===== config.mk =====
export PLATFORM = sky130hd
export DESIGN_NAME = load_hazard_scoreboard
export DESIGN_NICKNAME = d
export VERILOG_FILES = /design/src/rtl/hazard_pkg.sv /design/src/rtl/hazard_src_cmp.sv /design/src/rtl/load_hazard_scoreboard.sv
export SDC_FILE = /design/constraint.sdc
export NUM_CORES = 1
export LEC_CHECK = 0
export BUFFER_PORTS_ARGS = -buffer_cell sky130_fd_sc_hd__buf_2
export CELL_PAD_IN_SITES_DETAIL_PLACEMENT = 0
export CELL_PAD_IN_SITES_GLOBAL_PLACEMENT = 1
export CORE_MARGIN = 2
export CORE_UTILIZATION = 34
export DETAILED_ROUTE_END_ITERATION = 10
export PLACE_DENSITY = 0.81
export REMOVE_ABC_BUFFERS = 1
export SLEW_MARGIN = 10
export SYNTH_ARGS = -nofsm -noshare
export SYNTH_HDL_FRONTEND = slang
export SYNTH_HIERARCHICAL = 1
export SYNTH_SLANG_ARGS = --single-unit

===== constraint.sdc =====
create_clock -name clk -period 3.8 [get_ports clk]
set_input_delay 0.19 -clock clk [delete_from_list [all_inputs] [get_ports clk]]
set_output_delay 0.19 -clock clk [all_outputs]
set_load 0.02 [all_outputs]

===== src/rtl/hazard_pkg.sv =====
// Shared types and constants for the load-use hazard unit.
package hazard_pkg;

    localparam int REG_ADDR_W = 5;

    typedef struct packed {
        logic                  valid;
        logic [REG_ADDR_W-1:0] rd;
    } pend_entry_t;

    localparam logic [REG_ADDR_W-1:0] ZERO_REG = '0;

endpackage


===== src/rtl/hazard_src_cmp.sv =====
// Compares one decoded source operand against one in-flight load destination.
module hazard_src_cmp #(
    parameter int REG_ADDR_W = hazard_pkg::REG_ADDR_W
) (
    input  logic [REG_ADDR_W-1:0] src_reg,
    input  logic                  src_used,
    input  logic                  cand_valid,
    input  logic [REG_ADDR_W-1:0] cand_rd,
    output logic                  match
);

    // $0 is hardwired to zero, so a load targeting it can never feed a consumer.
    assign match = src_used && cand_valid
                && (src_reg != REG_ADDR_W'(hazard_pkg::ZERO_REG))
                && (src_reg == cand_rd);

endmodule


===== src/rtl/load_hazard_scoreboard.sv =====
// Load-use hazard unit: stalls IF/ID while a source register waits on a load
// that is in EX or still within LOAD_LAT-1 cycles of leaving it.
module load_hazard_scoreboard #(
    parameter int REG_ADDR_W  = hazard_pkg::REG_ADDR_W,
    parameter int NUM_SRC     = 2,
    parameter int LOAD_LAT    = 1,
    parameter int STALL_CNT_W = 16
) (
    input  logic                              clk,
    input  logic                              rst_n,
    input  logic                              idex_valid,
    input  logic                              idex_memread,
    input  logic [REG_ADDR_W-1:0]             idex_reg_rt,
    input  logic [NUM_SRC-1:0][REG_ADDR_W-1:0] ifid_src_reg,
    input  logic [NUM_SRC-1:0]                ifid_src_used,
    input  logic                              ifid_flush,
    input  logic                              pipe_freeze,
    input  logic                              stall_cnt_clr,
    output logic                              hazard_detected,
    output logic                              pc_write_en,
    output logic                              ifid_write_en,
    output logic                              idex_bubble,
    output logic [STALL_CNT_W-1:0]            stall_count
);

    typedef struct packed {
        logic                  valid;
        logic [REG_ADDR_W-1:0] rd;
    } cand_t;

    // cand[0] is the load currently in EX; cand[k] is the load that was in EX k cycles ago.
    cand_t [LOAD_LAT-1:0]              cand;
    logic  [NUM_SRC-1:0][LOAD_LAT-1:0] match;

    assign cand[0] = {idex_valid & idex_memread, idex_reg_rt};

    generate
        if (LOAD_LAT > 1) begin : g_pend
            cand_t [LOAD_LAT-1:1] pend;

            // NOTE: state is written with non-blocking assignments so every entry
            // shifts from its pre-edge neighbour, independent of statement order.
            always_ff @(posedge clk or negedge rst_n) begin
                if (!rst_n) begin
                    pend <= '0;
                end else if (!pipe_freeze) begin
                    pend <= cand[LOAD_LAT-2:0];
                end
            end

            assign cand[LOAD_LAT-1:1] = pend;
        end
    endgenerate

    generate
        for (genvar i = 0; i < NUM_SRC; i++) begin : g_src
            for (genvar c = 0; c < LOAD_LAT; c++) begin : g_cand
                hazard_src_cmp #(.REG_ADDR_W(REG_ADDR_W)) u_cmp (
                    .src_reg    (ifid_src_reg[i]),
                    .src_used   (ifid_src_used[i]),
                    .cand_valid (cand[c].valid),
                    .cand_rd    (cand[c].rd),
                    .match      (match[i][c])
                );
            end
        end
    endgenerate

    assign hazard_detected = (|match) & ~ifid_flush;
    assign pc_write_en     = ~hazard_detected;
    assign ifid_write_en   = ~hazard_detected;
    assign idex_bubble     = hazard_detected;

    // Frozen cycles are not counted: the pipeline would have stalled regardless.
    always_ff @(posedge clk or negedge rst_n) begin
        if (!rst_n) begin
            stall_count <= '0;
        end else if (stall_cnt_clr) begin
            stall_count <= '0;
        end else if (hazard_detected && !pipe_freeze && (stall_count != '1)) begin
            stall_count <= stall_count + STALL_CNT_W'(1);
        end
    end

endmodule

=== Word level (Yosys, flattened, before mapping) ===
Index checks and enable logic that the tools add are counted.

* Memory bits (read-only): 0
* Latch bits: 0
* Output and inout port bits: 20
* Word-level logic and storage cells: 24
* Register bits: 16
* RAM bits: 0
* Input bits: 24
* Memories kept: 0

* Add/sub/neg operators: 1
* Multipliers: 0
* Reductions and logical operators: 13
* Div/mod/pow operators: 0
* Eq/ne operators: 3
* Multiplexer cells: 2
* Shifts and indexed selects: 0
* Magnitude comparators: 0
* Bitwise logic cells: 4

{| class="wikitable"
|+ Operators by type and width
! operator !! count
|-
| $mux W16 || 2
|-
| $add A16 B1 Y16 const B || 1
|-
| $ne A16 B16 Y1 const B || 1
|-
| $eq A5 B5 Y1 || 2
|-
| $reduce_bool A5 Y1 || 2
|-
| $logic_and A1 B1 Y1 || 8
|-
| $and A1 B1 Y1 || 2
|-
| $not A1 Y1 || 2
|-
| $reduce_bool A2 Y1 || 1
|-
| $reduce_or A2 Y1 || 1
|-
| $logic_not A1 Y1 || 1
|}

=== Depth between registers and ports, before layout ===
* Depth after elaboration: 10
* Mapped depth: 8
* Mapped depth without buffers: 7

=== Cells and area by module ===
The synthesis kept the hierarchy.

{| class="wikitable"
|+ By module, submodules not included
! module !! sequential area each (µm²) !! area an instance (µm²) !! cells each !! instances
|-
| load_hazard_scoreboard || 400.4 || 1,008.5 || 109 || 1
|-
| hazard_src_cmp || 0.0 || 76.3 || 10 || 2
|}

=== Least setup slack after synthesis ===
Ideal clock, no wire load.

* Path type: flip-flop to flip-flop
* From: reg stall_count[0]
* To: reg stall_count[14]
* Path slack: 1.772 ns
* Cell stages (with the launch flop): 7
* Clock period less this slack: 2.028 ns
* Buffers on the path: 1
* Arrival: 1.950 ns
* Data required time: 3.722 ns
* Setup time: 0.078 ns
* Cell sequence: dfrtp_1 ha_1 nand2_2 or4_4 buf_6 or4_1 a21oi_1

* Cells in the longest elaborated chain, start to end: 3
* Elaborated cells between the ends (all ways): 6
* Classes of those cells: 1 x add/sub; 1 x eq/ne; 2 x mux; 2 x reduce/logical

{| class="wikitable"
|+ RTL lines
! item !! line !! RTL
|-
| from (decl) || load_hazard_scoreboard.sv:23 || <nowiki>output logic [STALL_CNT_W-1:0] stall_count</nowiki>
|-
| from (signal assigned) || load_hazard_scoreboard.sv:81 || <nowiki>stall_count <= stall_count + STALL_CNT_W'(1);</nowiki>
|-
| $add A16 B1 Y16 / $ne A16 B16 Y1 (equally long branches) || load_hazard_scoreboard.sv:81, load_hazard_scoreboard.sv:80 ||
|-
| $mux W16 / $logic_and A1 B1 Y1 (equally long branches) || load_hazard_scoreboard.sv:80 || <nowiki>end else if (hazard_detected && !pipe_freeze && (stall_count != '1)) begin</nowiki>
|-
| $mux W16 / $reduce_bool A2 Y1 (equally long branches) || -- ||
|}

Parallel ways exist; a longest one is shown, timed or not. The select of a mux whose other input is x is not followed.
A chain may end at the register's enable or synchronous reset.

=== Worst setup path after layout ===
* From: reg stall_count[8]
* To: reg stall_count[0]

* Cells in the longest elaborated chain, start to end: 3

{| class="wikitable"
|+ RTL lines
! item !! line
|-
| $ne A16 B16 Y1 || load_hazard_scoreboard.sv:80
|-
| $logic_and A1 B1 Y1 || load_hazard_scoreboard.sv:80
|-
| $reduce_bool A2 Y1 (no source line) || --
|}

No other way between the ends.

==> results.yml <==
status:
  status: "finished clean"
pwr:
  p_per_area_nw_per_um2: 230
  pwr-share-clk: 0.367
  power_leakage_nw: 0.624
  p_int_mw: 0.247
  switching_share: 0.255
  pwr-share-comb: 0.120
  seqPwrFrac: 0.513
  worst_ir_drop_vdd_mv: 0.128
  switching_power_mw: 0.0846
clocking:
  clk_latency_ns: 0.31
  cts.sinks: 16
  cts_root_buf: "clkbuf_4"
  h-tree-depth: 1
  cts_resized: 0
  postCtsSetupBuffers: 0
  cts_inserted_buffers: 3
  clk_path_buf_depth: 2
  clk_pin_slew_ns: 0.11
  cts_tree: "done"
drt:
  wl_per_cell_um: 14.7
  vias_per_cell: 5.59
  wl_mm: 3.20
  drtIter0Drc: 34
  vias: 1212
  drc_errors: 0
  firstDrtPassIters: 4
  ant_nets: 0
sta:
  maxSlewViolCount: 0
  fin_skew_ns: 0.00885
  setup_viol: 0
  period_minus_slack_ns: 2.04
  tightest_slew_ns: 0.702
  hold_viol: 0
  min_period_over_period: 0.536
  relSlewSlack: 0.528
  layout_setup_ws_ns: 1.76
  max_freq_mhz: 491
  tns_ns: 0
  rsz0062_at_grt: "false"
global_route:
  grt_max_degree: 23
  antenna_found_initial: 0
  grt_usage: 0.172
  grt_remaining_overflow: 0
  grt_pass1_wl_mm: 5.39
  grt_pass1_vias: 1155
worst_setup_path:
  arrival_ns: 2.23
  critical_path_class: "flop to flop"
  endpoint_kind: "flop"
  start_kind: "flop"
  cp_data_required_time_ns: 3.99
  crit_fanout: 9
placed_design:
  place_area_um2: 1400
  gp_congestion: 0.871
  portBuffers: 43
  hpwl_mm: 2.38
  dp.cells: 212
  pre_cts_slack_ns: 1.52
logic_synthesis:
  synth_xor_area_frac: 0.0603
  synthSimpleGateAreaFrac: 0.316
  synth_common_cells: "16 x dfrtp_1, 8 x a21oi_1, 8 x nor2_1, 8 x nor3_1, 8 x xnor2_1"
  syn_inst: 129
  synth_cell_type_count: 40
  synth-edff-count: 0
  synth_top_area_share: 0.345
  synthAdderAreaFrac: 0.0108
  netlist_area_um2: 1160
  synthMuxAreaShare: 0.0474
  synth_ff_type: "dfrtp_1"
  synth-compound-area-share: 0.169
  synth_async_sr_flop_share: 1.00
  yosys_warnings: 6
  yosysTopAreaCell: "dfrtp_1"
  synth_area_leaders: "dfrtp_1 34%, xnor2_1 6.0%, mux2_2 3.9%"
  synth_most_common_cell: "dfrtp_1"
  ys_seq_elements: 16
  syn_area_per_cell_um2: 9.00
  synth_top_family_by_area: "simple AND/OR/NAND/NOR gates"
  synth-seq-area-share: 0.345
worst_hold_path:
  hold_path_class: "input pin to flop"
floorplan:
  dieWidth_um: 62.4
  start_util: 0.351
  pin_count: 44
  die_h_um: 62.4
  rows: 21
  die_area_um2: 3900
  core_um2: 3310
finish:
  areaGrowthSynthToFinish_pct: 24.2
  fin_cells: 217
  largest_register: "stall_count"
  design_area_um2: 1440
  largest_reg_flops: 16
  nFillCells: 347
  drive_gt1_frac: 0.333
  antenna-diode-count: 0
  top_regs: "stall_count (16)"
  nets: 197
job:
  drv_cap: 0
-- worst max-delay path, cell delays in order (launching register included) --
cell and delay [ns]:
dfrtp_1 0.48, nand4_1 0.30, nor4_4 0.64, a21boi_1 0.20, mux2_2 0.30
-- timing repair --
| item | CTS | global route |
|---|---|---|
| endpoints found under the hold margin | 16 | 0 |
| endpoints found under the setup margin | 0 | 0 |
| hold buffers | 1 | 0 |
-- power groups by stage --
stage	clock network, mW	logic [mW]	registers (mW)
3_3_place_gp	0	0.0382	0.174
6_report	0.122	0.0399	0.170
3_5_place_dp	0	0.0394	0.174
4_1_cts	0.121	0.0406	0.170
2_1_floorplan	0	0.0140	0.174
5_1_grt	0.130	0.0445	0.170
-- per-stage QoR --
stage,hold slack (ns),utilization,power (mW)
after detailed placement,0.130,0.422,0.213
after global placement,0.132,0.422,0.212
final,0.301,0.436,0.332
after global routing,0.301,0.436,0.345
after CTS,0.303,0.436,0.332
after floorplan,-0.106,-,0.188
-- final cells by class --
cell class | instances | area, µm² | area share
sequential | 16 | 400 | 0.278
timing repair buffer | 44 | 225 | 0.156
inverter | 6 | 22.5 | 0.0156
multi-input combinational | 101 | 701 | 0.486
clock buffer | 4 | 36.3 | 0.0252
tap | 46 | 57.6 | 0.0399
-- cell families after synthesis --
group	after synthesis
XOR/XNOR	8
AO/OA/AOI/OAI	29
multiplexers	5
adder cells (fa/ha/maj)	1
AND/OR/NAND/NOR	58
flip-flops	16
buffers and inverters	12
-- path summary, 6_finish.rpt --
kind | from | to | slack, ns | cells after the start
setup / recovery | stall_count[8]$_DFFE_PN0P_ | stall_count[0]$_DFFE_PN0P_ | 1.76 | 4
hold / removal | stall_cnt_clr | stall_count[14]$_DFFE_PN0P_ | 0.30 | 2
setup reg to reg | stall_count[8]$_DFFE_PN0P_ | stall_count[0]$_DFFE_PN0P_ | 1.76 | 4
hold reg to reg | stall_count[6]$_DFFE_PN0P_ | stall_count[6]$_DFFE_PN0P_ | 0.53 | 1
max in group asynchronous | rst_n | stall_count[6]$_DFFE_PN0P_ | 3.19 | 2
min in group asynchronous | rst_n | stall_count[15]$_DFFE_PN0P_ | 0.33 | 2
-- cells in the final DEF (no fill, tap or decap), types with 3 or more instances in the layout --
cell	Yosys	routed
a211oi_1	5	5
a21oi_1	8	8
and4_1	3	3
buf_2	0	43
clkbuf_4	0	3
dfrtp_1	16	16
inv_1	6	6
mux2_2	4	4
nand2_1	3	3
nand2b_1	3	3
nand3_1	5	5
nand4_1	4	4
nor2_1	8	8
nor2b_1	3	3
nor3_1	8	8
nor4_1	7	7
o31ai_1	3	3
or4_1	4	4
xnor2_1	8	8
-- routing by layer --
metal	GRT usage	wire length, µm	up-vias
met2	0.285	1500	46
met3	0.0360	206	7
met4	0.0722	70	0
met1	0.218	1420	577
met5	0	0	-
li1	-	-	582
(Power assumes the default switching activity.)
